<file path="src/rtl/instr_fetch_if.sv">
// Fetch-unit bus bundle: program-memory read port plus the decoder
// valid/ready handshake. The master side is the fetch unit; the slave
// side is the memory/decoder environment.
interface instr_fetch_if #(
    parameter int INSTR_LEN = 20,
    parameter int ADDR      = 5
);
    logic                 rd_en;
    logic [ADDR-1:0]      rd_addr;
    logic [INSTR_LEN-1:0] rd_data;
    logic [INSTR_LEN-1:0] instr;
    logic [ADDR-1:0]      instr_pc;
    logic                 instr_valid;
    logic                 instr_ready;

    modport master (
        output rd_en, rd_addr, instr, instr_pc, instr_valid,
        input  rd_data, instr_ready
    );

    modport slave (
        input  rd_en, rd_addr, instr, instr_pc, instr_valid,
        output rd_data, instr_ready
    );
endinterface

</file>
<file path="src/rtl/instr_fetch.sv">
// Instruction fetch unit: steps a program counter over the program memory
// read port, captures each word one cycle after the read, and queues it in
// a 2-entry FIFO that feeds the decoder over valid/ready. Supports start,
// branch redirect with flush, and an end-of-program drain.
module instr_fetch #(
    parameter int INSTR_LEN = 20,
    parameter int ADDR      = 5,
    parameter int PROG_LEN  = 32
) (
    input  logic            clk,
    input  logic            rst,
    input  logic            start,
    input  logic [ADDR-1:0] start_addr,
    input  logic            redirect,
    input  logic [ADDR-1:0] redirect_addr,
    output logic            busy,
    output logic            done,
    instr_fetch_if.master   bus
);

    typedef enum logic [1:0] {
        IDLE  = 2'd0,
        RUN   = 2'd1,
        DRAIN = 2'd2
    } state_t;

    // One extra bit so PROG_LEN == 2**ADDR is still representable.
    localparam logic [ADDR:0]   PROG_END = (ADDR+1)'(PROG_LEN);
    localparam logic [ADDR-1:0] LAST_PC  = ADDR'(PROG_LEN - 1);

    state_t               state_q, state_d;
    logic [ADDR-1:0]      pc_q, pc_d;
    logic                 done_q, done_d;

    // Response stage: a read issued last cycle returns now. rd_addr_q holds
    // the last issued address, which is also the address of that read.
    logic                 inflight_p1;
    logic [ADDR-1:0]      rd_addr_q;

    logic [1:0]           count_q, count_d;
    logic [INSTR_LEN-1:0] buf_data_q [2];
    logic [ADDR-1:0]      buf_pc_q   [2];

    logic                 valid;
    logic                 pop;
    logic                 push;
    logic                 flush;
    logic                 issue;
    logic                 wr_slot;
    logic [2:0]           occupancy;

    // Buffer bookkeeping and the read-issue decision for this cycle.
    always_comb begin
        valid     = (count_q != 2'd0);
        pop       = valid && bus.instr_ready;
        flush     = redirect && (state_q != IDLE);
        // The response arriving in a redirect cycle belongs to the old path.
        push      = inflight_p1 && !flush;
        occupancy = {1'b0, count_q} + {2'b00, inflight_p1} - {2'b00, pop};
        issue     = (state_q == RUN) && !redirect && (occupancy < 3'd2);
        // After the head shifts out, the new word lands in the first free slot.
        wr_slot   = ((count_q - {1'b0, pop}) != 2'd0);
        count_d   = flush ? 2'd0 : (count_q + {1'b0, push} - {1'b0, pop});
    end

    // Next-state, program counter and done-pulse decision.
    always_comb begin
        state_d = state_q;
        pc_d    = pc_q;
        done_d  = 1'b0;
        case (state_q)
            IDLE: begin
                if (start) begin
                    if ({1'b0, start_addr} < PROG_END) begin
                        pc_d    = start_addr;
                        state_d = RUN;
                    end else begin
                        done_d = 1'b1;
                    end
                end
            end
            RUN: begin
                if (issue) begin
                    pc_d = pc_q + ADDR'(1);
                    if (pc_q == LAST_PC) begin
                        state_d = DRAIN;
                    end
                end
            end
            DRAIN: begin
                // Nothing is issued here, so an empty buffer after this edge
                // means the program is fully consumed; done and the busy drop
                // then appear together on the next cycle.
                if (count_d == 2'd0) begin
                    state_d = IDLE;
                    done_d  = 1'b1;
                end
            end
            default: state_d = IDLE;
        endcase
        if (flush) begin
            pc_d    = redirect_addr;
            state_d = ({1'b0, redirect_addr} < PROG_END) ? RUN : DRAIN;
            done_d  = 1'b0;
        end
    end

    // FSM state, program counter and registered done pulse.
    always_ff @(posedge clk or posedge rst) begin
        if (rst) begin
            state_q <= IDLE;
            pc_q    <= '0;
            done_q  <= 1'b0;
        end else begin
            state_q <= state_d;
            pc_q    <= pc_d;
            done_q  <= done_d;
        end
    end

    // Track the outstanding read and hold the last issued address.
    always_ff @(posedge clk or posedge rst) begin
        if (rst) begin
            inflight_p1 <= 1'b0;
            rd_addr_q   <= '0;
        end else begin
            inflight_p1 <= issue;
            if (issue) begin
                rd_addr_q <= pc_q;
            end
        end
    end

    // 2-entry FIFO with the head in slot 0; a pop shifts slot 1 forward.
    always_ff @(posedge clk or posedge rst) begin
        if (rst) begin
            count_q <= 2'd0;
            for (int i = 0; i < 2; i++) begin
                buf_data_q[i] <= '0;
                buf_pc_q[i]   <= '0;
            end
        end else begin
            count_q <= count_d;
            if (pop) begin
                buf_data_q[0] <= buf_data_q[1];
                buf_pc_q[0]   <= buf_pc_q[1];
            end
            if (push) begin
                buf_data_q[wr_slot] <= bus.rd_data;
                buf_pc_q[wr_slot]   <= rd_addr_q;
            end
        end
    end

    assign bus.rd_en       = issue;
    assign bus.rd_addr     = issue ? pc_q : rd_addr_q;
    assign bus.instr       = buf_data_q[0];
    assign bus.instr_pc    = buf_pc_q[0];
    assign bus.instr_valid = valid;
    assign busy            = (state_q != IDLE);
    assign done            = done_q;

endmodule

</file>
<file path="src/flat_wrapper.sv">
// flat-port wrapper written by rule: the top's interface ports become plain ports
module instr_fetch_flat 
#(
    parameter int INSTR_LEN = 20,
    parameter int ADDR      = 5,
    parameter int PROG_LEN  = 32
)
  (clk, rst, start, start_addr, redirect, redirect_addr, busy, done, bus_rd_en, bus_rd_addr, bus_instr, bus_instr_pc, bus_instr_valid, bus_rd_data, bus_instr_ready);
  instr_fetch_if #(.INSTR_LEN(INSTR_LEN), .ADDR(ADDR)) bus_i ();
  input  logic clk;
  input  logic rst;
  input  logic start;
  input  logic [ADDR-1:0] start_addr;
  input  logic redirect;
  input  logic [ADDR-1:0] redirect_addr;
  output logic busy;
  output logic done;
  output wire logic [$bits(bus_i.rd_en)-1:0] bus_rd_en;
  output wire logic [$bits(bus_i.rd_addr)-1:0] bus_rd_addr;
  output wire logic [$bits(bus_i.instr)-1:0] bus_instr;
  output wire logic [$bits(bus_i.instr_pc)-1:0] bus_instr_pc;
  output wire logic [$bits(bus_i.instr_valid)-1:0] bus_instr_valid;
  input wire logic [$bits(bus_i.rd_data)-1:0] bus_rd_data;
  input wire logic [$bits(bus_i.instr_ready)-1:0] bus_instr_ready;
  assign bus_rd_en = bus_i.rd_en;
  assign bus_rd_addr = bus_i.rd_addr;
  assign bus_instr = bus_i.instr;
  assign bus_instr_pc = bus_i.instr_pc;
  assign bus_instr_valid = bus_i.instr_valid;
  assign bus_i.rd_data = bus_rd_data;
  assign bus_i.instr_ready = bus_instr_ready;
  instr_fetch #(.INSTR_LEN(INSTR_LEN), .ADDR(ADDR), .PROG_LEN(PROG_LEN)) u_core (.clk(clk), .rst(rst), .start(start), .start_addr(start_addr), .redirect(redirect), .redirect_addr(redirect_addr), .busy(busy), .done(done), .bus(bus_i));
endmodule
</file>
<file path="config.mk">
export PLATFORM = sky130hd
export DESIGN_NAME = instr_fetch_flat
export DESIGN_NICKNAME = d
export VERILOG_FILES = /design/src/rtl/instr_fetch_if.sv /design/src/rtl/instr_fetch.sv /design/src/flat_wrapper.sv
export SDC_FILE = /design/constraint.sdc
export NUM_CORES = 1
export LEC_CHECK = 0
export ABC_CLOCK_PERIOD_IN_PS = 3300
export CAP_MARGIN = 20
export CORE_MARGIN = 3
export CORE_UTILIZATION = 40
export CTS_BUF_LIST = sky130_fd_sc_hd__clkbuf_8
export CTS_CLUSTER_SIZE = 28
export DETAILED_ROUTE_END_ITERATION = 12
export SYNTH_ARGS = -nofsm -noshare
export SYNTH_HDL_FRONTEND = slang
export SYNTH_SLANG_ARGS = --single-unit
</file>
<file path="constraint.sdc">
create_clock -name clk -period 3.3 [get_ports clk]
set_input_delay 0.66 -clock clk [delete_from_list [all_inputs] [get_ports clk]]
set_output_delay 0.66 -clock clk [all_outputs]
set_load 0.01 [all_outputs]
</file>
==> summary.md, run 1 <==
| Metric | Value |
|---|---|
| Global Route Usage Sum | `0.1511` |
| Worst setup EP type | `output port` |
| Fraction of layout cells with a size suffix above 1 | `0.1886` |
| H-Tree Depth | `3` |
| Syn_nets | `~330` |
| Net Switching | `around 1.2 mW` |
| Area of the core | `approximately 0.0079 sq mm` |
| Logic gate share of total power | `0.422` |
| CTS Root Cell | `clkbuf_8` |
| CP Max Fanout | `4` |
| Fin crit period | `roughly 3200 ps` |
| Achievable frequency | `0.3166 GHz` |
| Critical path class | `in2out` |
| Final wirelength | `6.560 mm` |
| FFs w/ async S/R, synth | `1.000` |
| Internal | `approximately 2.4 mW` |
| Net Sw Frac | `0.3334` |
| Worst vdd ir | `0.5234 mV` |
| Tcrit/Tclk final | `0.9572` |
| Yosys top cell by area | `dfrtp_1` |
| # Max-Cap Violations | `0` |
| Primary FF master, synth | `dfrtp_1` |
| Max clock buf depth | `2` |
| Final ANT Viol Nets | `0` |
| Yosys warns | `0` |
| CTS sink cnt | `66` |
| RePlAce Congestion | `0.7976` |
| Nets | `approximately 380` |
| CTS buffer count | `9` |
| Final Max Tran Viols | `0` |
| Sequential share of power | `0.393` |
| CTS tree | `yes` |
| Total power | `about 3.7 mW` |
| Final Hold Violating Endpoints | `0` |
| Largest net degree at the start of global routing | `36` |
| Synth Area per Inst | `11.49 sq um` |
| Die Width | `about 100 microns` |
| Initial Util | `0.4223` |
| RSZ-0062 raised after global routing | `no` |
| I/O Pins | `69` |
| IO Port Bufs | `68` |
| Crit path DAT | `2500 ps` |
| Leak pwr | `between 2 and 2.5 nW` |
| Crit start category | `primary input` |
| Clk_skew | `approximately 8.3 ps` |
| Status | `finished, final reports clean` |
| Number of flops mapped to enable cells by yosys | `0` |
| TNS Setup | `0 ps` |
| Vias in the first global route | `between 2000 and 2500` |
| Residual DRC | `0` |
| Worst path required time | `2640 ps` |
| Max incr delay on CP | `370 ps` |
| Clock-pin slew on the worst setup and hold paths | `roughly 70 ps` |
| Via density | `4.949` |
| HPWL after DPL | `~4.6 mm` |
| Relative slew slack | `0.5202` |
| Total congestion overflow | `0` |
| Initial DRC Count | `57` |
| Layout area overhead | `25.92%` |
| Worst-Margin Slew | `around 720 ps` |
| ANT cells | `0` |
| Rows | `32` |
| Full die area | `approximately 0.0095 sq mm` |
| Slowest stage cell, crit path | `fa_2` |
| Synth top area cells | `dfrtp_1 50%, mux2i_1 8.7%, mux2_1 6.8%, buf_4 5.6%, mux2_2 4.4%` |
| HP Class | `reg2reg` |
| Seq/Total Area, Yosys | `0.4959` |
| WL per Instance | `14.51 microns` |
| Worst-skew pair later-pin latency | `330 ps` |
| Die Ht | `between 90 and 100 microns` |
| Unique masters post-synth | `47` |
| First-pass GRT wire length | `~12 mm` |
| Clock share of power | `0.185` |
| Cell Chain, Critical Path | `clkdlybuf4s15_2 > buf_4 > nand2_4 > nor2_2 > fa_2 > xnor2_2 > and2_4 > nand2_2 > buf_4 > mux2_2 > clkbuf_2` |
| Setup-failing EPs final | `0` |
| Post-Syn Area | `0.003331 sq mm` |
| Vias post-DR | `2237` |
| Initial antenna violation count | `0` |
| Drt first pass iters | `4` |
| # hold bufs at CTS | `0` |
| Pwr per Cell Area | `874.3 mW/mm^2` |
| Synthesized netlist cell count | `290` |
| Cell mode on critical path | `buf_4` |
| Flops & latches, synth | `66` |
| Yosys top cell area share | `0.4959` |
-- power groups by stage --
stage	combinational, mW	sequential, mW	clock, mW
6_report	1.55	1.44	0.679
3_5_place_dp	1.56	1.46	0
5_1_grt	1.71	1.50	0.748
4_1_cts	1.59	1.45	0.709
2_1_floorplan	1.17	1.37	0
3_3_place_gp	1.54	1.45	0
-- metrics by stage --
step / hold WS [ps] / instances / instance area (sq um) / utilization / setup slack, ps
2_1_floorplan: 463.5 / 290 / 3331 / - / 195.3
3_3_place_gp: 473.7 / 431 / 3955 / 0.5014 / -546.1
3_5_place_dp: 480.2 / 431 / 3955 / 0.5014 / -595.2
4_1_cts: 498.1 / 451 / 4207 / 0.5333 / 8.344
5_1_grt: 506.3 / 452 / 4194 / 0.5317 / 21.80
6_report: 490.3 / 452 / 4194 / 0.5317 / 141.3
-- timing repair --
item	4_1_cts	5_1_grt
pin swaps	2	1
gates resized for setup	18	8
setup buffers	4	1
endpoints found under the setup margin	6	6
-- layout by cell type, fill, tap and decap left out, drive strengths merged, types with 7 or more instances in the layout --
cell | netlist | routed
dfrtp | 66 | 66
clkdlybuf4s50 | 0 | 61
mux2 | 33 | 33
mux2i | 29 | 29
a21oi | 29 | 29
nor2 | 28 | 28
buf | 33 | 15
clkbuf | 6 | 15
inv | 8 | 9
nand2 | 7 | 7
-- layout make-up --
type	count	area (sq um)
inverters	8	30.03
well taps	102	127.6
repair buffers	83	784.5
flip-flops and latches	66	1652
clock inverters	6	65.06
fillers	722	3694
clock buffers	10	137.6
multi-input cells	177	1398
-- critical path: cells and delay by family --
family / cells / cell delay, ps
xor+xnor: 1 / 190
fa+ha+maj: 1 / 370
mux: 1 / 280
buf+inv: 4 / 650
simple gates: 4 / 350
-- worst paths after layout --
kind	from	to	slack, ps	cells past startpoint
max	bus_instr_ready	bus_rd_addr[0]	140	11
max in group asynchronous	rst	async pin	1890	3
max reg2reg	u_core.count_q[0]	u_core.pc_q[1]	840	10
min in group asynchronous	rst	async pin	770	2
min reg2reg	flop	flop	490	1
min	flop	flop	490	1
-- synthesized netlist by cell type (3+ instances only) --
cell and instances:
inv_1 8, buf_2 3, mux2_2 13, dfrtp_1 66, xnor2_1 3, buf_4 25
mux2i_1 29, o22ai_1 3, nor2_1 28, mux2_1 20, a21oi_1 28, nand2b_1 4
nand2_1 6, o21ai_0 3, buf_6 3, clkbuf_1 6, ha_1 3
-- metal layers --
layer | global-route usage | up-vias | wire (microns)
met3 | 0.03446 | 8 | 265
met1 | 0.2045 | 1081 | 3140
li1 | - | 1104 | -
met5 | 0 | - | 0
met4 | 0.06603 | 0 | 108
met2 | 0.2325 | 44 | 3045
-- cell families after synthesis --
group / Yosys count / synth area share
adders and majority gates: 4 / 0.01728
and+or+nand+nor: 55 / 0.08264
muxes: 62 / 0.1987
DFF: 66 / 0.4959
xor gates and xnor gates: 4 / 0.01052
buffers and inverters: 47 / 0.09579
AOI/OAI and AO/OA: 52 / 0.09918
Power figures use the tool's default switching activity.
==> run 2: changes to the inputs <==
--- a/config.mk
+++ b/config.mk
@@ -7,6 +7,7 @@
 export LEC_CHECK = 0
 export ABC_CLOCK_PERIOD_IN_PS = 3300
 export CAP_MARGIN = 20
+export CORE_ASPECT_RATIO = 1.2
 export CORE_MARGIN = 3
 export CORE_UTILIZATION = 40
 export CTS_BUF_LIST = sky130_fd_sc_hd__clkbuf_8
==> run 2 against run 1 <==
Against the previous run:
- critical path type is now reg2out
- sequential share of layout area down 0.59 points
- power up 4.0%
- critical path depth down 2
- highest routed layer unchanged
- sequential power about the same
- clock skew down 2.2 ps
- worst hold slack better by 2.2 ps
- largest cell class unchanged
- via count up 2.4%
==> summary.md, run 2 (synthesis results as in run 1) <==
| Metric | Value |
|---|---|
| Finished layout cell area | `0.004262 sq mm (+1.6%)` |
| Initial DRC Count | `75 (+32%)` |
| Worst-Margin Slew | `905.4 ps (+186.0 ps)` |
| Largest net degree at the start of global routing | `29 (-19%)` |
| Die Ht | `106.0 microns (+9.0%)` |
| Crit path DAT | `2530 ps (+30 ps)` |
| HP Class | `reg2reg` |
| Worst-skew pair later-pin latency | `340 ps (about the same)` |
| Final Max Tran Viols | `0 (unchanged)` |
| Via density | `5.123 (+3.5%)` |
| Tcrit/Tclk final | `0.9660 (+0.008796)` |
| WL per Instance | `15.41 microns (+6.2%)` |
| DP Worst Slack | `-573.2 ps (+22.03 ps)` |
| Dpl cells | `422 (-2.1%)` |
| CP Max Fanout | `6 (+2)` |
| Net Switching | `1.230 mW (+0.61%)` |
| Commonest non-fill, non-tap cell in the layout | `dfrtp_1` |
| Worst vdd ir | `0.5707 mV (+9.0%)` |
| Achievable frequency | `0.3137 GHz (-0.91%)` |
| Area of the core | `0.007883 sq mm (about the same)` |
| Max incr delay on CP | `370 ps (about the same)` |
| Total congestion overflow | `0 (unchanged)` |
| Vias post-DR | `2290 (+2.4%)` |
| Die Width | `89.30 microns (-8.2%)` |
| RSZ-0062 raised after global routing | `no` |
| RePlAce Congestion | `0.7889 (-1.1%)` |
| Sequential share of power | `0.378 (-0.015)` |
| Worst hold stages | `1 (unchanged)` |
| Cell Chain, Critical Path | `or2_1 > nand2_4 > nor2_1 > fa_2 > xnor2_2 > and2_4 > nand2_4 > mux2_2 > dlygate4sd2_1` |
| Highest routed layer | `met4` |
| # Max-Cap Violations | `0 (unchanged)` |
| Final wirelength | `6.889 mm (+5.0%)` |
| Initial antenna violation count | `0 (unchanged)` |
| Wire length on met2 | `3.359 mm (+10%)` |
| CTS Root Cell | `clkbuf_8` |
| Clk_skew | `6.096 ps (-2.208 ps)` |
| Routed length on met1 | `3.041 mm (-3.2%)` |
| IO Port Bufs | `68 (unchanged)` |
| HPWL after DPL | `4.697 mm (+2.0%)` |
| CTS buffer count | `9 (unchanged)` |
| Post-Place Cell Area | `0.003938 sq mm (-0.44%)` |
| First-pass GRT wire length | `11.35 mm (-1.6%)` |
| Worst path required time | `2640 ps (about the same)` |
| Leak pwr | `2.045 nW (+1.8%)` |
| Most frequent cells in the layout | `65 x dfrtp_1, 61 x clkdlybuf4s50_1, 29 x mux2i_1` |
| Internal | `2.585 mW (+5.8%)` |
| Final core utilization | `0.5406 (+0.008909)` |
| Status | `finished, final reports clean` |
| Drt first pass iters | `4 (unchanged)` |
| # hold bufs at CTS | `0 (unchanged)` |
| Cell mode on critical path | `nand2_4` |
| Pwr per Cell Area | `895.1 mW/mm^2 (+2.4%)` |
| Vias in the first global route | `2282 (-2.6%)` |
| I/O Pins | `69 (unchanged)` |
| Residual DRC | `0 (unchanged)` |
| Relative slew slack | `0.3941 (-0.1261)` |
| Fraction of layout cells with a size suffix above 1 | `0.1831 (-0.005473)` |
| Final ANT Viol Nets | `0 (unchanged)` |
| Initial Util | `0.4225 (about the same)` |
| Total power | `3.815 mW (+4.0%)` |
| Slowest stage cell, crit path | `dfrtp_1` |
| H-Tree Depth | `3 (unchanged)` |
| Global Route Usage Sum | `0.1574 (+0.006270)` |
| Worst setup EP type | `output port` |
| Final worst slack | `112.3 ps (-29.03 ps)` |
| Critical path class | `reg2out` |
| ANT cells | `0 (unchanged)` |
| Final std cells w/o fill | `447 (-1.1%)` |
| Final Hold Violating Endpoints | `0 (unchanged)` |
| Setup-failing EPs final | `0 (unchanged)` |
| Full die area | `0.009462 sq mm (about the same)` |
| Net Sw Frac | `0.3224 (-0.01099)` |
| Fin crit period | `3188 ps (+29.03 ps)` |
| Clock share of power | `0.204 (+0.019)` |
| Max clock buf depth | `2 (unchanged)` |
| CTS tree | `yes` |
| CTS sink cnt | `66 (unchanged)` |
| Min Hold Slack | `492.5 ps (+2.182 ps)` |
| Nets | `391 (+1.8%)` |
| TNS Setup | `0 ps (unchanged)` |
| Rows | `35 (+9.4%)` |
| Layout area overhead | `27.95%` |
| R2R cell count | `19 (+9)` |
| Logic gate share of total power | `0.418 (-0.004)` |
| Crit start category | `flop` |
| Clock-pin slew on the worst setup and hold paths | `70 ps (about the same)` |
| Met3 WL post-DR | `380 microns (+43%)` |
## run 2: changes by cell type in the layout (fill, tap and decap cells not counted), moves of 2 or more
cell and delta:
buf_4 +8, clkbuf_2 -4, clkbuf_8 +2, clkinv_2 -2, dlygate4sd2_1 +6
## run 2: path summary, 6_finish.rpt
check	startpoint	endpoint	slack (ps)
worst max-delay path	u_core.count_q[0]	bus_rd_addr[0]	110
worst min-delay path	flop	flop	490
worst max register to register	u_core.count_q[0]	u_core.pc_q[3]	140
worst min register to register	flop	flop	490
max in group asynchronous	rst	async pin	1940
min in group asynchronous	rst	async pin	650
## run 2: repair_timing
item,4_1_cts,5_1_grt
buffers inserted,11,0
pin swaps,1,1
resized for setup,10,7
endpoints found under the setup margin,6,11
## run 2: layout make-up
type / count / area [sq um]
inverter: 8 / 30.03
clock inverter: 2 / 60.06
tap: 92 / 115.1
clock buffer: 12 / 165.2
fill: 712 / 3621
sequential: 66 / 1653
timing repair buffer: 90 / 833.3
multi-input combinational: 177 / 1405
## run 2: layer usage
| metal | GRT usage | vias up |
|---|---|---|
| met4 | 0.05426 | 0 |
| met5 | 0 | - |
| met3 | 0.04806 | 9 |
| met2 | 0.2445 | 64 |
| met1 | 0.2063 | 1107 |
| li1 | - | 1110 |
## run 2: worst max-delay path, delay by kind of cell (launching register included)
kind	cells	cell delay, ps
multiplexers	1	350
adder cells (fa/ha/maj)	1	360
buffers and inverters	1	290
flip-flops	1	370
XOR/XNOR	1	160
AND/OR/NAND/NOR	5	680
## run 2: power groups by stage
stage	clock network [mW]	registers, mW	logic [mW]
3_5_place_dp	0	1.46	1.57
2_1_floorplan	0	1.37	1.17
3_3_place_gp	0	1.45	1.54
4_1_cts	0.799	1.45	1.60
5_1_grt	0.836	1.49	1.77
6_report	0.777	1.44	1.60
==> run 3: changes to the inputs <==
--- a/config.mk
+++ b/config.mk
@@ -5,6 +5,7 @@
 export SDC_FILE = /design/constraint.sdc
 export NUM_CORES = 1
 export LEC_CHECK = 0
+export ABC_AREA = 1
 export ABC_CLOCK_PERIOD_IN_PS = 3300
 export CAP_MARGIN = 20
 export CORE_ASPECT_RATIO = 1.2
@@ -13,6 +14,7 @@
 export CTS_BUF_LIST = sky130_fd_sc_hd__clkbuf_8
 export CTS_CLUSTER_SIZE = 28
 export DETAILED_ROUTE_END_ITERATION = 12
+export PLACE_DENSITY = 0.65
 export SYNTH_ARGS = -nofsm -noshare
 export SYNTH_HDL_FRONTEND = slang
 export SYNTH_SLANG_ARGS = --single-unit
==> run 3 against run 2 <==
Against the previous run:
- sequential share of layout area rose by 2.0 points
- utilization fell by 2.4 points
- non-clock buffer count fell by 10
- largest cell class unchanged
- largest power group unchanged
==> summary.md, run 3 <==
| Metric | Value |
|---|---|
| Drt first pass iters | `4 (unchanged)` |
| Post-Syn Area | `0.003274 sq mm (-1.7%)` |
| ANT cells | `0 (unchanged)` |
| Crit start category | `primary input` |
| Worst-Margin Slew | `829.0 ps (-76.42 ps)` |
| Most frequent cells in the layout | `142 x nand2_1, 66 x dfrtp_1, 61 x clkdlybuf4s50_1` |
| Finished layout cell area | `0.004050 sq mm (-5.0%)` |
| FFs w/ async S/R, synth | `1.000 (unchanged)` |
| CTS buffer count | `9 (unchanged)` |
| Fin crit period | `3149 ps (-38.82 ps)` |
| Synth Area per Inst | `8.166 sq um (-29%)` |
| Area of the core | `0.007839 sq mm (-0.56%)` |
| Flops & latches, synth | `66 (unchanged)` |
| Residual DRC | `0 (unchanged)` |
| R2R cell count | `14 (-5)` |
| HP Class | `reg2reg` |
| Worst Setup EP | `bus_rd_en` |
| Commonest non-fill, non-tap cell in the layout | `nand2_1` |
| R2R setup slack | `1170 ps (+1030 ps)` |
| IO Port Bufs | `68 (unchanged)` |
| Total congestion overflow | `0 (unchanged)` |
| Reg-to-reg critical path startpoint | `u_core.count_q[0]` |
| Sequential share of power | `0.372 (-0.006)` |
| Yosys top cell area share | `0.5044 (+0.008527)` |
| Achievable frequency | `0.3176 GHz (+1.2%)` |
| Vias post-DR | `2643 (+15%)` |
| Top-count cell post-synth | `nand2_1` |
| Final wirelength | `6.977 mm (+1.3%)` |
| Net Sw Frac | `0.3852 (+0.06282)` |
| CTS tree | `yes` |
| # hold bufs at CTS | `0 (unchanged)` |
| Worst r2r dst | `u_core.pc_q[0]` |
| Crit path DAT | `2490 ps (-40 ps)` |
| CTS Root Cell | `clkbuf_8` |
| HPWL after DPL | `4.879 mm (+3.9%)` |
| Via density | `4.841 (-5.5%)` |
| Clock share of power | `0.175 (-0.029)` |
| First-pass GRT wire length | `12.09 mm (+6.5%)` |
| Leak pwr | `1.982 nW (-3.0%)` |
| Unique masters post-synth | `24 (-49%)` |
| Status | `finished, final reports clean` |
| Die Width | `88.60 microns (-0.79%)` |
| CP Max Fanout | `10 (+4)` |
| Seq/Total Area, Yosys | `0.5044 (+0.008527)` |
| Fraction of layout cells with a size suffix above 1 | `0.1211 (-0.06195)` |
| Initial antenna violation count | `0 (unchanged)` |
| Logic gate share of total power | `0.453 (+0.035)` |
| Critical path class | `in2out` |
| Largest net degree at the start of global routing | `67 (+130%)` |
| Rows | `35 (unchanged)` |
| Worst-skew pair later-pin latency | `330 ps (about the same)` |
| Final Hold Violating Endpoints | `0 (unchanged)` |
| Final Max Tran Viols | `0 (unchanged)` |
| Syn_nets | `440 (+34%)` |
| Relative slew slack | `0.4473 (+0.05323)` |
| Yosys top cell by area | `dfrtp_1` |
| WL per Instance | `12.78 microns (-17%)` |
| Tcrit/Tclk final | `0.9542 (-0.01176)` |
| CTS sink cnt | `66 (unchanged)` |
| I/O Pins | `69 (unchanged)` |
| RSZ-0062 raised after global routing | `yes` |
| Worst path required time | `2640 ps (about the same)` |
| Worst setup EP type | `output port` |
| Pwr per Cell Area | `935.8 mW/mm^2 (+4.5%)` |
| # Max-Cap Violations | `0 (unchanged)` |
| Final ANT Viol Nets | `0 (unchanged)` |
| Most common library cells after synthesis | `142 x nand2_1, 66 x dfrtp_1, 38 x nor2_1, 31 x buf_4, 29 x nand3_1` |
| Number of flops mapped to enable cells by yosys | `0 (unchanged)` |
| Global Route Usage Sum | `0.1652 (+0.007826)` |
| Filler cells | `730 (+2.5%)` |
| Synthesized netlist cell count | `401 (+38%)` |
| Crit path launch | `bus_instr_ready` |
| Primary FF master, synth | `dfrtp_1` |
| Vias in the first global route | `2634 (+15%)` |
| Yosys warns | `0 (unchanged)` |
| H-Tree Depth | `3 (unchanged)` |
| Initial DRC Count | `112 (+49%)` |
| Worst vdd ir | `0.3885 mV (-32%)` |
| Layout area overhead | `23.69%` |
| Clock-pin slew on the worst setup and hold paths | `70 ps (about the same)` |
| RePlAce Congestion | `0.8880 (+13%)` |
| Initial Util | `0.4177 (-0.004822)` |
| Synth top area cells | `dfrtp_1 50%, nand2_1 16%, buf_4 7.1%, a31oi_1 5.3%, nand3_1 4.4%` |
| Setup-failing EPs final | `0 (unchanged)` |
| Post-Place Cell Area | `0.003877 sq mm (-1.5%)` |
| Full die area | `0.009312 sq mm (-1.6%)` |
| Net Switching | `1.460 mW (+19%)` |
| Clk_skew | `7.424 ps (+1.328 ps)` |
| Nets | `489 (+25%)` |
| Max clock buf depth | `2 (unchanged)` |
| Internal | `2.330 mW (-9.9%)` |
| TNS Setup | `0 ps (unchanged)` |
| Die Ht | `105.1 microns (-0.80%)` |
run 3: power by group through the flow:
stage / clock [mW] / sequential (mW) / combinational, mW
after floorplan: 0 / 1.37 / 1.30
after global placement: 0 / 1.41 / 1.74
after detailed placement: 0 / 1.42 / 1.78
after CTS: 0.691 / 1.42 / 1.75
after global routing: 0.730 / 1.47 / 1.94
final: 0.663 / 1.41 / 1.72
run 3: cells by family after synthesis:
| family | Yosys count | share of synthesized area |
|---|---|---|
| DFF | 66 | 0.5044 |
| adders and majority gates | 4 | 0.01758 |
| buffers and inverters | 65 | 0.1131 |
| AOI/OAI and AO/OA | 44 | 0.07910 |
| and+or+nand+nor | 222 | 0.2858 |
run 3: layout make-up:
cell class	count	area, sq um	area share
clock buffer	10	137.6	0.03398
clock inverter	5	55.05	0.01359
inverter	23	87.58	0.02162
multi-input combinational	270	1256	0.3102
sequential	66	1652	0.4078
tap	92	115.1	0.02842
timing repair buffer	80	747.0	0.1844
run 3: worst min-delay path by stage:
stage	from	to	slack [ps]	depth (start not counted)
CTS	flop	flop	480	2
finish	flop	flop	470	2
detailed placement	flop	flop	460	2
global placement	flop	flop	450	2
floorplan	flop	flop	440	2
global route	flop	flop	500	2
run 3: critical path, stage by stage:
cell and delay [ps]:
dlygate4sd2_1 270, nand2_4 100, clkinv_2 60, nor2_1 90, o21ai_1 80, fa_1 500
nand3_1 110, nor2_2 110, buf_6 140, buf_4 110, dlygate4sd2_1 260
run 3: timing repair:
action | in CTS | in global routing
buffers inserted | 0 | 0
resized for setup | 10 | 12
cloned | 0 | 0
setup endpoints to repair | 6 | 6
run 3: per-stage QoR:
stage	util	setup WS (ps)	total power [mW]	hold slack, ps	instances
global placement	0.4947	-518.4	3.149	454.2	531
global route	0.5167	-4.168	4.133	496.8	546
detailed placement	0.4947	-596.2	3.200	458.5	531
CTS	0.5184	9.477	3.855	475.9	546
finish	0.5167	151.1	3.790	471.7	546
floorplan	-	514.0	2.667	442.2	401
run 3: routing by layer:
metal | part of all wire | vias to the layer above | track usage
met3 | 0.049 | 6 | 0.04890
met4 | 0.0097 | 0 | 0.05508
met2 | 0.49 | 66 | 0.2604
met1 | 0.45 | 1216 | 0.2148
met5 | 0 | - | 0
li1 | - | 1355 | -
